**config.mk**
```make
export PLATFORM = sky130hd
export DESIGN_NAME = gray_code_counter
export DESIGN_NICKNAME = d
export VERILOG_FILES = /design/src/rtl/gray_pkg.sv /design/src/rtl/bin2gray_enc.sv /design/src/rtl/gray_code_counter.sv
export SDC_FILE = /design/constraint.sdc
export NUM_CORES = 1
export LEC_CHECK = 0
export ABC_CLOCK_PERIOD_IN_PS = 4800
export CELL_PAD_IN_SITES_DETAIL_PLACEMENT = 2
export CELL_PAD_IN_SITES_GLOBAL_PLACEMENT = 2
export CORE_AREA = 2 2 68 70
export DETAILED_ROUTE_END_ITERATION = 16
export DIE_AREA = 0 0 70 72
export PLACE_DENSITY_LB_ADDON = 0.08
export SETUP_SLACK_MARGIN = 0.15
export SYNTH_ARGS = -nofsm -noshare
export SYNTH_HDL_FRONTEND = slang
export SYNTH_SLANG_ARGS = --single-unit
```
**constraint.sdc**
```tcl
create_clock -name clk -period 4.8 [get_ports clk]
set_clock_uncertainty 0.05 [all_clocks]
set_input_delay 1.44 -clock clk [delete_from_list [all_inputs] [get_ports clk]]
set_output_delay 1.44 -clock clk [all_outputs]
set_load 0.005 [all_outputs]
```
**src/rtl/gray_pkg.sv**
```systemverilog
// Shared constants and Gray-code helpers for the Gray-code datapath.
// Consumers on the far side of a clock crossing use gray2bin to recover the count.
package gray_pkg;

    localparam int GRAY_WIDTH = 8;

    function automatic logic [GRAY_WIDTH-1:0] bin2gray(input logic [GRAY_WIDTH-1:0] b);
        return b ^ (b >> 1);
    endfunction

    // Each binary bit is the XOR of all Gray bits at or above it, so decode runs MSB down.
    function automatic logic [GRAY_WIDTH-1:0] gray2bin(input logic [GRAY_WIDTH-1:0] g);
        logic [GRAY_WIDTH-1:0] b;
        b[GRAY_WIDTH-1] = g[GRAY_WIDTH-1];
        for (int i = GRAY_WIDTH - 2; i >= 0; i--) begin
            b[i] = b[i+1] ^ g[i];
        end
        return b;
    endfunction

endpackage

```
**src/rtl/bin2gray_enc.sv**
```systemverilog
// Combinational binary-to-Gray encoder.
// The MSB passes through unchanged, and every lower bit is the XOR of itself with its upper neighbour.
module bin2gray_enc #(
    parameter int WIDTH = 8
) (
    input  logic [WIDTH-1:0] bin,
    output logic [WIDTH-1:0] gray
);

    assign gray = bin ^ (bin >> 1);

endmodule

```
**src/rtl/gray_code_counter.sv**
```systemverilog
// Up/down binary counter with parallel load that registers its Gray code alongside the count.
// Because both outputs come from one register stage, gray_out is safe to use as a clock-crossing pointer.
module gray_code_counter
    import gray_pkg::*;
#(
    parameter int WIDTH = GRAY_WIDTH
) (
    input  logic             clk,
    input  logic             rst,
    input  logic             en,
    input  logic             up,
    input  logic             ld,
    input  logic [WIDTH-1:0] ld_bin,
    output logic [WIDTH-1:0] bin_out,
    output logic [WIDTH-1:0] gray_out,
    output logic             tc,
    output logic             wrap
);

    localparam logic [WIDTH-1:0] ONE      = WIDTH'(1);
    localparam logic [WIDTH-1:0] ALL_ONES = '1;

    logic [WIDTH-1:0] next_bin;
    logic [WIDTH-1:0] next_gray;
    logic             next_wrap;

    always_comb begin
        next_bin  = bin_out;
        next_wrap = 1'b0;
        if (ld) begin
            next_bin = ld_bin;
        end else if (en) begin
            if (up) begin
                next_bin  = bin_out + ONE;
                next_wrap = (bin_out == ALL_ONES);
            end else begin
                next_bin  = bin_out - ONE;
                next_wrap = (bin_out == '0);
            end
        end
    end

    // Encode the next value so that gray_out lands in the same register stage as bin_out.
    bin2gray_enc #(.WIDTH(WIDTH)) u_enc (
        .bin  (next_bin),
        .gray (next_gray)
    );

    always_ff @(posedge clk) begin
        if (rst) begin
            bin_out  <= '0;
            gray_out <= '0;
            wrap     <= 1'b0;
        end else begin
            bin_out  <= next_bin;
            gray_out <= next_gray;
            wrap     <= next_wrap;
        end
    end

    assign tc = (up & (bin_out == ALL_ONES)) | (~up & (bin_out == '0));

    a_gray_matches_bin : assert property (@(posedge clk) disable iff (rst)
        gray_out == (bin_out ^ (bin_out >> 1)));

    a_single_bit_step : assert property (@(posedge clk)
        (!rst && !ld && en) |=> ($countones(gray_out ^ $past(gray_out)) == 1));

endmodule

```
# Word level (Yosys, flattened, before mapping)
# Index checks and enable logic that the tools add are counted.
[totals]
register_bits = 17
latchBits = 0
mem_bits_rw = 0
romBits = 0
in_bits = 13
output_inout_bits = 18
elab_cells = 18
n_memories = 0
[op_classes]
n_addsub = 2
multipliers = 0
n_div = 0
magnitude_cmp = 0
eq_ne = 1
shift = 0
mux = 4
n_bitwise = 6
reduce_logical = 2
[op_table]
columns = ["cell", "count"]
rows = [
  ["8-bit 2-to-1 mux", 3],
  ["8-bit by 1-bit adder with 8-bit output (second input constant)", 1],
  ["8-bit == test (second input constant)", 1],
  ["8-bit zero test", 1],
  ["8-bit by 1-bit subtractor with 8-bit output (second input constant)", 1],
  ["8-bit by 7-bit XOR with 8-bit output", 1],
  ["3-bit OR reduction", 1],
  ["1-bit bitwise AND", 2],
  ["1-bit inverter", 2],
  ["1-bit 2-to-1 mux", 1],
  ["1-bit OR", 1],
]

# Depth between registers and ports, before layout
[depth]
ltp_word = 5
depth_mapped = 8
depth_no_buf = 8

# Cells and area by module
# A second synthesis with hierarchy kept.
[hier_totals]
hier_cells = 123
area_unflattened_um2 = 1091.0
[modules_own_cells]
columns = ["mod", "n_inst", "cells_per_inst", "area_per_inst_um2", "seq_area_each_um2"]
rows = [
  ["gray_code_counter", 1, 115, 1022.2, 340.3],
  ["bin2gray_enc", 1, 8, 68.8, 0.0],
]

# Worst setup path after synthesis
# Ideal clock, no wire load.
[synth_path]
path_kind = "input port to output port"
startpoint = "input up"
endpoint = "output tc"
arrival_ps = 1823
required_ps = 3310
setup_slack_ps = 1487
stages = 2
n_path_buf = 0
path_cell_list = "nand4_1 o31ai_1"
[synth_between]
elab_chain_cells = 3
elab_cells_between_ends = 4
cone_classes = "bitwise (4)"
[synth_lines]
columns = ["element", "line", "rtl"]
rows = [
  ["from (decl)", "gray_code_counter.sv:11", "input logic up,"],
  ["1-bit inverter", "gray_code_counter.sv:61", "assign tc = (up & (bin_out == ALL_ONES)) | (~up & (bin_out == '0));"],
  ["1-bit bitwise AND", "gray_code_counter.sv:61", ""],
  ["1-bit OR (*)", "gray_code_counter.sv:61", ""],
  ["to (decl)", "gray_code_counter.sv:16", "output logic tc,"],
]
# Mark *: on every way between the ends. The rest lies on a longest branch, timed or not.

# Final worst setup path
# Ends and elaborated chain as after synthesis.

==> flow_metrics.py <==
metrics = {
    "place": {
        "post-place-ws_ns": 0.3204,
        "post-place-cells": 196,
        "numPortBuffers": 30,
        "place_congestion": 0.7621,
        "dp_hpwl_um": 2549,
    },
    "clock_network": {
        "cts_resized": 0,
        "insertion_delay_ns": 0.25,
        "cts.sinks": 16,
        "clk_path_buf_depth": 2,
        "cts_tree": "yes",
        "path_clk_slew_ns": 0.06,
        "htree_levels": 1,
        "clockRootBuffer": "clkbuf_8",
        "postCtsSetupBuffers": 0,
        "cts_hold_buf": 0,
        "numCtsBuffers": 3,
    },
    "sta": {
        "period_needed_ns": 4.497,
        "setup_ws_ns": 0.3032,
        "tightest_slew_ns": 0.5680,
        "final_hold_viol_count": 0,
        "max_slew_margin_pct": 62.02,
        "slew_viol_final": 0,
        "setup_violations": 0,
        "rsz0062_at_grt": "no",
        "fmax_ghz": 0.2224,
        "post-route-period-util_pct": 93.68,
        "finalSetupTns_ns": 0,
    },
    "finish": {
        "num-nets-final": 169,
        "multi_input_area_um2": 665.6,
        "insertedDiodeCount": 0,
        "syn_to_final_growth_pct": 39.83,
        "regArea_um2": 320.3,
        "drive_gt1_share_pct": 12.16,
        "fin_cells": 200,
        "fillerInstances": 499,
    },
    "die": {
        "start_util_pct": 24.09,
        "dieArea_um2": 5040,
        "io_pins": 31,
        "die_h_um": 72,
        "core_area_um2": 4264,
        "fp.dieW_um": 70,
        "rows": 24,
    },
    "routing": {
        "vias": 994,
        "dr.pass1.iters": 2,
        "wire_per_inst_um": 16.31,
        "ant_nets": 0,
        "wl_um": 3261,
        "viasPerCell": 4.970,
        "drt_iter0_drc": 30,
        "remaining_drc_errors": 0,
    },
    "critical_path": {
        "worst-path-buf-inv": 2,
        "cp_max_fo": 2,
        "critPathMaxStageDelay_ns": 0.58,
        "crit_type": "in -> out",
        "path_cells": "clkdlybuf4s50_1, nand4_1, o31ai_1, clkdlybuf4s50_1",
        "path_delay_family": "buffers and inverters",
        "worstPathRequired_ns": 3.31,
        "worst_path_max_delay_cell": "clkdlybuf4s50_1",
        "cp-end-kind": "output pin",
        "critPathLaunchType": "primary input",
        "cp_common_cell": "clkdlybuf4s50_1",
        "cp.arrival_ns": 3.01,
    },
    "pwr": {
        "power_leakage_nw": 0.5399,
        "ir_drop_v": 0.0001344,
        "powerDensity_nw_per_um2": 299.2,
    },
    "logic_synthesis": {
        "ys_warn_count": 0,
        "ys_ff_latch": 16,
        "synth_cell_types": 40,
        "synth_area_leaders": "dfxtp_1 (31%), nor2_1 (7.7%), ha_1 (7.3%), xnor2_1 (6.8%), a21oi_1 (2.9%)",
        "synth_area_leader_cell": "dfxtp_1",
        "synth_nets": 137,
        "synth_area_um2": 1027,
        "synth-seq-area-share_pct": 31.18,
        "syn_avg_cell_area_um2": 8.780,
        "synth_cells": 117,
        "synth_top_area_share_pct": 31.18,
    },
    "global_routing": {
        "grt_pass1_vias": 1033,
        "grt_busiest_layer": "met2",
        "grt_pass1_wl_um": 5492,
        "grt_overflow": 0,
        "grt_util_met1_pct": 16.86,
        "grtUsageTotal_pct": 14.01,
        "grt_use_met2_pct": 24.34,
        "grt_start_max_net_pins": 19,
        "grt_use_met3_pct": 4.306,
        "antenna_found_initial": 0,
    },
    "status": {
        "status": "completed",
    },
    "job": {
        "max-cap-violations": 0,
    },
    "hold_path": {
        "min_path_type": "reg -> reg",
    },
}
## routing by layer
metal	routed length, µm	up-vias
met5	0	-
met4	26	0
met3	157	4
met2	1627	24
met1	1449	488
li1	-	478
## state kept, by name (all words and copies together) (netlist names)
signal and count:
bin_out 8, gray_out 7, wrap 1
## tightest hold or removal path, stage by stage, from the launching register on
cell     delay (ns)
dfxtp_1        0.36
nand4_1        0.09
o31ai_1        0.11
nor3b_1        0.15
## where the power goes
group / switching [W] / internal [W] / leakage (nW)
combinational: 0.0000682 / 0.0000800 / 0.378
clock: 0.0000470 / 0.0000728 / 0.0288
sequential: 0.0000137 / 0.000148 / 0.133
total: 0.000129 / 0.000301 / 0.540
## final timing paths
kind / start / slack, ns / to / cells past startpoint
min: bin_out[1] / 0.72 / wrap / 3
max reg2reg: bin_out[0] / 2.52 / gray_out[6] / 8
min reg2reg: bin_out[1] / 0.72 / wrap / 3
max: up / 0.30 / tc / 4
## cells in the final DEF, fill, tap and decap left out, types with 2 or more instances in the layout
master,count
dfxtp_1,16
ha_1,6
nor3b_1,3
a21oi_1,6
nor3_1,4
clkbuf_8,4
buf_4,2
inv_1,3
nor2_1,21
xor2_1,3
a21oi_2,3
a22o_1,3
nand2b_1,2
clkdlybuf4s50_1,30
o21a_1,2
nand2_1,3
o211ai_1,2
nor2b_1,2
xnor2_1,8
nand3_1,3
mux2i_1,3
## Yosys cell counts, drive strengths merged
library cell and number:
mux2i 3, a31oi 1, a2111oi 1, nor2b 3, o221ai 1, o22ai 1, o21ai 1, ha 6
o21a 3, fa 1, a21o 2, a22oi 1, a22o 3, xnor2 8, buf 4, o211ai 2
xor2 3, clkbuf 1, nand2b 2, nor3b 3, nor2 21, or2 1, a21oi 9, nor3 4
nor4 1, nand2 3, dfxtp 16, nand3 3, o31ai 2, a211oi 2, nand4 1, inv 4
## metrics by stage
step                      instance area [µm²]  hold WS [ns]  total power [W]  utilization, %
after floorplan                          1027        0.6066        0.0002484               -
after global placement                   1381        0.6932        0.0003114           32.39
after detailed placement                 1381        0.7023        0.0003157           32.39
after CTS                                1436        0.7092        0.0004403           33.69
after global routing                     1436        0.7800        0.0004621           33.69
final                                    1436        0.7168        0.0004298           33.69
## final cells by class
type | instances | area share (%)
multi-input cells | 92 | 46.34
flip-flops and latches | 16 | 22.30
repair buffers | 32 | 21.95
well taps | 52 | 4.530
clock buffers | 4 | 3.833
inverters | 4 | 1.045
## cells by family after synthesis
kind of cell	Yosys count	share of synthesized area, %
adders and majority gates	7	9.257
DFF	16	31.18
AOI/OAI and AO/OA	29	23.27
buffers and inverters	9	4.019
xor gates and xnor gates	11	9.380
and+or+nand+nor	42	19.98
muxes	3	2.923
No activity file was read; power rests on OpenSTA's default activity.
